[config.mk]
export PLATFORM = sky130hd
export DESIGN_NAME = e_rx_block_ctrl
export DESIGN_NICKNAME = d
export VERILOG_FILES = /design/src/rtl/e_rx_block_ctrl.sv
export SDC_FILE = /design/constraint.sdc
export NUM_CORES = 1
export LEC_CHECK = 0
export CORE_MARGIN = 4
export CORE_UTILIZATION = 35
export CTS_CLUSTER_DIAMETER = 50
export DETAILED_ROUTE_END_ITERATION = 12
export GPL_TIMING_DRIVEN = 0
export HOLD_SLACK_MARGIN = 0.1
export PLACE_DENSITY = 0.58
export SYNTH_ARGS = -nofsm -noshare
export SYNTH_HDL_FRONTEND = slang
export SYNTH_SLANG_ARGS = --single-unit
export TNS_END_PERCENT = 50
[constraint.sdc]
create_clock -name clk -period 2.5 [get_ports clk]
set_input_delay 0.5 -clock clk [delete_from_list [all_inputs] [get_ports clk]]
set_output_delay 0.5 -clock clk [all_outputs]
set_load 0.05 [all_outputs]
[src/rtl/e_rx_block_ctrl.sv]
// Receive-side block controller: paces host word reads against RX FIFO blocks.
// Optional macro E_RX_AUTO_STOP_EN adds the auto_cmd12 stop request after multi-block reads.
module e_rx_block_ctrl #(
    parameter int BLK_CNT_W = 16
) (
    input  logic                 clk,
    input  logic                 rst,
    input  logic                 xfer_start,
    input  logic                 xfer_abort,
    input  logic                 multi_blk,
    input  logic [11:0]          block_size_reg,
    input  logic [BLK_CNT_W-1:0] block_count_reg,
    input  logic                 buffer_read_en,
    input  logic                 host_rd,
    output logic                 pop,
    output logic                 rd_ready,
    output logic                 sd_rx_enable,
    output logic                 blk_done,
    output logic                 xfer_done,
    output logic [BLK_CNT_W-1:0] blk_remain,
    output logic                 busy,
    output logic                 size_err,
    output logic                 auto_cmd12
);

    typedef enum logic [2:0] {
        IDLE,
        WAIT_BUF,
        READ,
        BLK_END,
        DONE
    } state_t;

    state_t               state_q, state_d;
    logic [11:0]          size_q, size_d;
    logic [11:0]          wcnt_q, wcnt_d;
    logic [BLK_CNT_W-1:0] remain_q, remain_d;
    logic                 rd_ready_q, rd_ready_d;
    logic                 sd_en_q, sd_en_d;
    logic                 busy_q, busy_d;
    logic                 blk_done_q, blk_done_d;
    logic                 xfer_done_q, xfer_done_d;
    logic                 size_err_q, size_err_d;
    logic [12:0]          size_p1;
    logic [11:0]          words;
    logic                 pop_ok;
`ifdef E_RX_AUTO_STOP_EN
    logic                 multi_q, multi_d;
    logic                 auto_q, auto_d;
`endif

    // Abort takes priority over a host read in the same cycle.
    assign pop_ok  = host_rd & rd_ready_q & ~xfer_abort;
    assign size_p1 = {1'b0, size_q} + 13'd1;
    assign words   = size_p1[12:1];

    always_comb begin
        state_d     = state_q;
        size_d      = size_q;
        wcnt_d      = wcnt_q;
        remain_d    = remain_q;
        rd_ready_d  = rd_ready_q;
        sd_en_d     = sd_en_q;
        busy_d      = busy_q;
        blk_done_d  = 1'b0;
        xfer_done_d = 1'b0;
        size_err_d  = 1'b0;
`ifdef E_RX_AUTO_STOP_EN
        multi_d     = multi_q;
        auto_d      = 1'b0;
`endif
        if (state_q != IDLE && xfer_abort) begin
            state_d    = IDLE;
            wcnt_d     = '0;
            remain_d   = '0;
            rd_ready_d = 1'b0;
            sd_en_d    = 1'b0;
            busy_d     = 1'b0;
        end else begin
            unique case (state_q)
                IDLE: begin
                    if (xfer_start && !xfer_abort) begin
                        if (block_size_reg == 12'd0 ||
                            (multi_blk && block_count_reg == '0)) begin
                            size_err_d = 1'b1;
                        end else begin
                            state_d  = WAIT_BUF;
                            size_d   = block_size_reg;
                            remain_d = multi_blk ? block_count_reg
                                                 : BLK_CNT_W'(1);
                            busy_d   = 1'b1;
                            sd_en_d  = 1'b1;
`ifdef E_RX_AUTO_STOP_EN
                            multi_d  = multi_blk;
`endif
                        end
                    end
                end
                WAIT_BUF: begin
                    if (buffer_read_en) begin
                        state_d    = READ;
                        sd_en_d    = 1'b0;
                        rd_ready_d = 1'b1;
                        wcnt_d     = words;
                    end
                end
                READ: begin
                    if (pop_ok) begin
                        wcnt_d = wcnt_q - 12'd1;
                        if (wcnt_q == 12'd1) begin
                            state_d    = BLK_END;
                            rd_ready_d = 1'b0;
                            blk_done_d = 1'b1;
                            if (remain_q != '0)
                                remain_d = remain_q - BLK_CNT_W'(1);
                        end
                    end
                end
                BLK_END: begin
                    if (!buffer_read_en) begin
                        if (remain_q == '0) begin
                            state_d     = DONE;
                            xfer_done_d = 1'b1;
`ifdef E_RX_AUTO_STOP_EN
                            auto_d      = multi_q;
`endif
                        end else begin
                            state_d = WAIT_BUF;
                            sd_en_d = 1'b1;
                        end
                    end
                end
                DONE: begin
                    state_d = IDLE;
                    busy_d  = 1'b0;
                end
                default: state_d = IDLE;
            endcase
        end
    end

    always_ff @(posedge clk or posedge rst) begin
        if (rst) begin
            state_q     <= IDLE;
            size_q      <= '0;
            wcnt_q      <= '0;
            remain_q    <= '0;
            rd_ready_q  <= 1'b0;
            sd_en_q     <= 1'b0;
            busy_q      <= 1'b0;
            blk_done_q  <= 1'b0;
            xfer_done_q <= 1'b0;
            size_err_q  <= 1'b0;
        end else begin
            state_q     <= state_d;
            size_q      <= size_d;
            wcnt_q      <= wcnt_d;
            remain_q    <= remain_d;
            rd_ready_q  <= rd_ready_d;
            sd_en_q     <= sd_en_d;
            busy_q      <= busy_d;
            blk_done_q  <= blk_done_d;
            xfer_done_q <= xfer_done_d;
            size_err_q  <= size_err_d;
        end
    end

`ifdef E_RX_AUTO_STOP_EN
    always_ff @(posedge clk or posedge rst) begin
        if (rst) begin
            multi_q <= 1'b0;
            auto_q  <= 1'b0;
        end else begin
            multi_q <= multi_d;
            auto_q  <= auto_d;
        end
    end

    assign auto_cmd12 = auto_q;
`else
    assign auto_cmd12 = 1'b0;
`endif

    assign pop          = pop_ok;
    assign rd_ready     = rd_ready_q;
    assign sd_rx_enable = sd_en_q;
    assign blk_done     = blk_done_q;
    assign xfer_done    = xfer_done_q;
    assign blk_remain   = remain_q;
    assign busy         = busy_q;
    assign size_err     = size_err_q;

endmodule
==> impl_metrics.tcl, run 1 <==
set metrics [dict create \
    maxCapViolCount 0 \
    syn_nets 402 \
    row_count 34 \
    vdd_drop_max_mv 0.545 \
    p_per_area_mw_per_mm2 1250 \
    multiInputGateArea_mm2 0.00192 \
    clk_path_buf_depth 2 \
    fin_skew_ns 0.00940 \
    violations "negative setup slack" \
    synth_top_area_cell "dfrtp_1" \
    critPathLaunchType "input pin" \
    r2r_slack_ns 0 \
    cts-root-buf "clkbuf_8" \
    vias_per_cell 5.82 \
    hold_violations 0 \
    dr.pass1.iters 5 \
    fmax_ghz 0.392 \
    synthArstFlopShare_pct 100 \
    synth_edf_count 0 \
    holdWs_ns 0.497 \
    ys_seq_elements 49 \
    worst_setup_path_end_kind "flop" \
    ys_seq_area_share_pct 39.0 \
    slew_headroom_pct 54.2 \
    hold_path.class "input pin to async pin" \
    status "finished, violations left" \
    core_mm2 0.00872 \
    grt_max_degree 32 \
    synthCells 362 \
    synth_top_area_share_pct 39.0 \
    required_ns 2.70 \
    min_period_over_period_pct 102 \
    synth_common_cells "dfrtp_1 (49), o21ai_0 (41), nand2_1 (33), nor2_1 (29)" \
    reg2reg_to "blk_remain[10]" \
    start_util_pct 36.0 \
    synth_area_mm2 0.00314 \
    routedWlPerCell_um 18.1 \
    netlist_top_cells_area "dfrtp_1 (39%), o21ai_0 (6.5%), mux2_2 (4.7%)" \
    drt-total-wl_um 10000 \
    place_congestion 0.880 \
    worst_slack_ns -0.0493 \
    cts_buffers 5 \
    insertion_delay_ns 0.31 \
    synth_area_per_cell_um2 8.68 \
    yosysMostFrequentCell "dfrtp_1" \
    r2r-start "wcnt_q[8]" \
    setup_violations 11 \
    path_class "input pin to flop" \
    dp_cells 528 \
    final_cells 554 \
    finalCriticalPeriod_ns 2.55 \
    io_buffers 57 \
    fin_nets 485 \
    die_w_um 103 \
    h-tree-depth 2 \
    die_h_um 103 \
    area_growth_pct 36.0 \
    grt_pass1_vias 3074 \
    cts_tree "built" \
    pin_count 59 \
    first_iter_violations 242 \
    drive_gt1_share_pct 21.3 \
    num_vias 3223 \
    ys_types 61 \
    route.detailed.drc 0 \
    hpwl_um 7080 \
    dieArea_mm2 0.0106 \
    ant_nets 0 \
    antenna_cells 0 \
    clkSinkCount 49 \
    grt_use_total_pct 19.4 \
    regArea_mm2 0.00123 \
    rsz0062_at_grt "true" \
    globalRoute.totalOverflow 0 \
    n_fill_cell 834 \
    leakage_nw 1.73 \
    antenna_found_initial 0 \
    crit_arrival_ns 2.75 \
    maxSlewViolCount 0 \
    grt_pass1_wl_um 16000 \
    dpl_worst_slack_ns -0.529 \
    worstMarginPinSlew_ns 0.681 \
    path_clk_slew_ns 0.10 \
    rr_worst_depth 8 \
    synthFlopType "dfrtp_1" \
    path_max_fanout 6 \
    synth_warnings 0 \
]
cells by family after synthesis:
group | after synthesis | synth area share, %
simple gates | 146 | 25.0
compound gates | 108 | 22.0
flops | 49 | 39.0
buf+inv | 28 | 3.78
mux | 14 | 4.98
xor+xnor | 11 | 3.07
fa+ha+maj | 5 | 1.99
other cells | 1 | 0.119
per-stage QoR:
step	util (%)	instance area (um2)	setup TNS (ns)	power (mW)
floorplan	-	3170	-0.920	3.52
global placement	44.4	3870	-30.36	4.37
detailed placement	44.6	3890	-12.64	4.41
CTS	47.1	4110	-0.371	5.12
global route	49.0	4270	-0.849	5.71
finish	49.0	4270	-0.368	5.33
layer usage:
metal | global-route usage (%) | up-vias | part of all wire [%]
li1 | - | 1515 | -
met1 | 27.4 | 1569 | 46
met2 | 31.0 | 125 | 46
met3 | 2.91 | 14 | 6.5
met4 | 5.38 | 0 | 1.2
met5 | 0 | - | 0
what timing repair did:
item,4_1_cts,5_1_grt
resized for setup,17,35
pin swaps,2,6
gates cloned,0,1
buffers inserted,8,11
endpoints found under the setup margin,34,39
hold buffers,0,0
sequential cells by signal, summed over array words and instances (netlist names):
signal	flops
sd_rx_enable	1
busy	1
blk_remain	16
blk_done	1
size_q	12
rd_ready	1
state_q	3
wcnt_q	12
size_err	1
xfer_done	1
placed cells by master (no fill, tap or decap), drive strengths merged, types with 2 or more instances in the layout:
master / count
a21oi: 15
a22o: 2
a2bb2oi: 2
a31oi: 16
a32o: 3
and2: 3
and3: 7
buf: 24
clkbuf: 22
clkdlybuf4s50: 56
dfrtp: 49
ha: 5
inv: 9
mux2: 13
nand2: 33
nand2b: 4
nand3: 10
nand3b: 3
nand4: 3
nor2: 30
nor2b: 3
nor3: 11
nor3b: 2
nor4: 17
o21a: 2
o21ai: 51
o21bai: 2
o22ai: 2
o41ai: 2
or2: 2
or3: 7
or4: 8
xnor2: 3
xor2: 8
critical path: stages:
cell             delay [ns]
clkdlybuf4s50_1        0.49
nor4_4                 0.36
nand3b_1               0.18
or4_1                  0.63
nand4_4                0.19
or3_4                  0.20
clkbuf_16              0.16
o21ai_2                0.05
worst max-delay path by stage:
stage                              startpoint             end  cells after the start
after global routing                wcnt_q[8]   blk_remain[6]                      8
after global placement    block_count_reg[14]       size_q[8]                      8
after CTS                      blk_remain[11]   blk_remain[0]                      8
after floorplan                blk_remain[11]   blk_remain[0]                      8
after detailed placement  block_count_reg[14]       size_q[9]                      8
final                     block_count_reg[14]  blk_remain[10]                      8
cell type report:
cell class | count | area share, %
inverter | 7 | 0.615
tap | 108 | 3.16
timing repair buffer | 78 | 17.6
buffer | 19 | 2.64
multi-input combinational | 285 | 44.9
sequential | 49 | 28.9
clock buffer | 5 | 1.61
clock inverter | 3 | 0.586
report_power, final:
| part | leakage [nW] | internal [mW] | switching, mW |
|---|---|---|---|
| Sequential | 0.615 | 1.14 | 0.374 |
| Combinational | 1.07 | 1.36 | 1.94 |
| Clock | 0.0452 | 0.205 | 0.310 |
| Total | 1.73 | 2.71 | 2.63 |
Note: power is estimated with default switching activity, not from simulation.
==> run 2, diff against run 1 <==
Settings changed: CAP_MARGIN from default to 20, CORE_UTILIZATION 35 to 30, PLACE_DENSITY 0.58 to 0.51.
==> impl_metrics.tcl, run 2 (synthesized netlist as in run 1, its figures left out) <==
set metrics [dict create \
    switching_share_pct 48.4 \
    slew_headroom_pct 62.3 \
    start_util_pct 30.6 \
    required_ns 2.70 \
    cts_buffers 5 \
    leakage_nw 1.73 \
    row_count 37 \
    p_per_area_mw_per_mm2 1240 \
    largest_reg_flops 16 \
    fin_skew_ns 0.0152 \
    cts-root-buf "clkbuf_8" \
    path_clk_slew_ns 0.10 \
    status "complete, no violations" \
    antenna_found_initial 0 \
    vias_per_cell 5.37 \
    hold_violations 0 \
    critPathLaunchType "flop" \
    finalCriticalPeriod_ns 2.45 \
    power_frac_seq_pct 28.6 \
    postCtsHoldBufs 0 \
    ant_nets 0 \
    hpwl_um 7410 \
    globalRoute.totalOverflow 0 \
    drt-total-wl_um 10100 \
    clkSinkCount 49 \
    area_growth_pct 36.2 \
    dr.pass1.iters 4 \
    fmax_ghz 0.409 \
    finalInstanceArea_mm2 0.00428 \
    rsz0062_at_grt "true" \
    die_w_um 110 \
    route.detailed.drc 0 \
    worstMarginPinSlew_ns 0.566 \
    final_util_pct 41.6 \
    clk_path_buf_depth 2 \
    die_h_um 110 \
    clkPwrFrac_pct 9.5 \
    place_congestion 0.858 \
    layout_commonest_cell "clkdlybuf4s50_1" \
    io_buffers 57 \
    first_iter_violations 159 \
    grt_max_degree 32 \
    antenna_cells 0 \
    vdd_drop_max_mv 0.596 \
    path_class "flop to flop" \
    n_fill_cell 1079 \
    worst_setup_path_end_kind "flop" \
    drive_gt1_share_pct 19.8 \
    combPwrFrac_pct 61.9 \
    switchingPower_mw 2.58 \
    maxCapViolCount 0 \
    rr_worst_depth 7 \
    path_max_fanout 7 \
    grt_use_total_pct 17.1 \
    layout_common_cells "clkdlybuf4s50_1 (55), dfrtp_1 (44), o21ai_0 (37), nand2_1 (31), nor2_1 (27)" \
    multiInputGateArea_mm2 0.00190 \
    regArea_mm2 0.00123 \
    grt_pass1_vias 3148 \
    setup_violations 0 \
    crit_arrival_ns 2.65 \
    dpl_cell_area_mm2 0.00393 \
    worst_slack_ns 0.0539 \
    maxSlewViolCount 0 \
    cts_tree "built" \
    routedWlPerCell_um 17.4 \
    min_period_over_period_pct 97.8 \
    dp_cells 556 \
    fin_nets 483 \
    dpl_worst_slack_ns -0.554 \
    num_vias 3114 \
    grt_pass1_wl_um 16200 \
    power.internal_mw 2.74 \
    h-tree-depth 2 \
    pin_count 59 \
    core_mm2 0.0103 \
    timing.setup.tns_ns 0 \
    dieArea_mm2 0.0122 \
    final_cells 580 \
    hold_path.class "flop to flop" \
    insertion_delay_ns 0.31 \
    min_path_cells 2 \
]
==> run 2: cell count changes in the layout (fill, tap and decap cells not counted), moves of 2 or more <==
cell | previous run | this run
o21ai_1 | 7 | 3
nand2_1 | 33 | 31
nand2_2 | 0 | 2
o21ai_0 | 33 | 37
inv_6 | 2 | 0
clkbuf_8 | 5 | 7
clkbuf_1 | 9 | 12
clkbuf_2 | 6 | 4
buf_4 | 21 | 17
==> run 2: final timing paths <==
check / startpoint / endpoint / slack, ns
worst max-delay path: wcnt_q[8] / blk_remain[9] / 0.05
worst min-delay path: busy / busy / 0.49
worst max register to register: wcnt_q[8] / blk_remain[9] / 0.05
worst min register to register: busy / busy / 0.49
max in group asynchronous: rst / blk_remain[11] / 1.45
min in group asynchronous: rst / rd_ready / 0.52
==> run 2: power by group through the flow <==
stage	clock [mW]	combinational, mW	sequential, mW
after floorplan	0	1.53	1.98
after global placement	0	2.84	1.55
after detailed placement	0	2.87	1.57
after CTS	0.527	3.25	1.51
after global routing	0.553	3.59	1.57
final	0.504	3.30	1.52
==> run 2: metrics by stage <==
stage | power, mW | hold WS (ns)
floorplan | 3.52 | 0.458
global placement | 4.39 | 0.473
detailed placement | 4.44 | 0.478
CTS | 5.29 | 0.502
global route | 5.71 | 0.521
finish | 5.32 | 0.491
==> run 2: per-layer routing <==
layer,wire length [um],GRT usage (%)
met5,0,0
met4,184,4.93
met3,474,2.85
met2,4940,29.9
met1,4470,21.7
==> run 2: cell type report <==
type | count | area share, %
plain buffers | 19 | 2.60
repair buffers | 76 | 17.6
inverters | 7 | 0.614
well taps | 136 | 3.98
flip-flops and latches | 49 | 28.8
clock buffers | 8 | 2.10
multi-input cells | 285 | 44.3
==> run 2: repair_timing <==
action,in CTS,in global routing
setup buffers,12,5
pin swaps,10,3
gates resized for setup,28,13
gates cloned,1,0
setup endpoints to repair,37,39
==> run 2: critical path, cell delays in order (launching register included) <==
cell and delay, ns:
dfrtp_1 0.42, or4_1 0.51, buf_2 0.17, or4_1 0.61
o21ai_4 0.25, o21ai_0 0.11, o21ai_0 0.21, o21ai_2 0.07
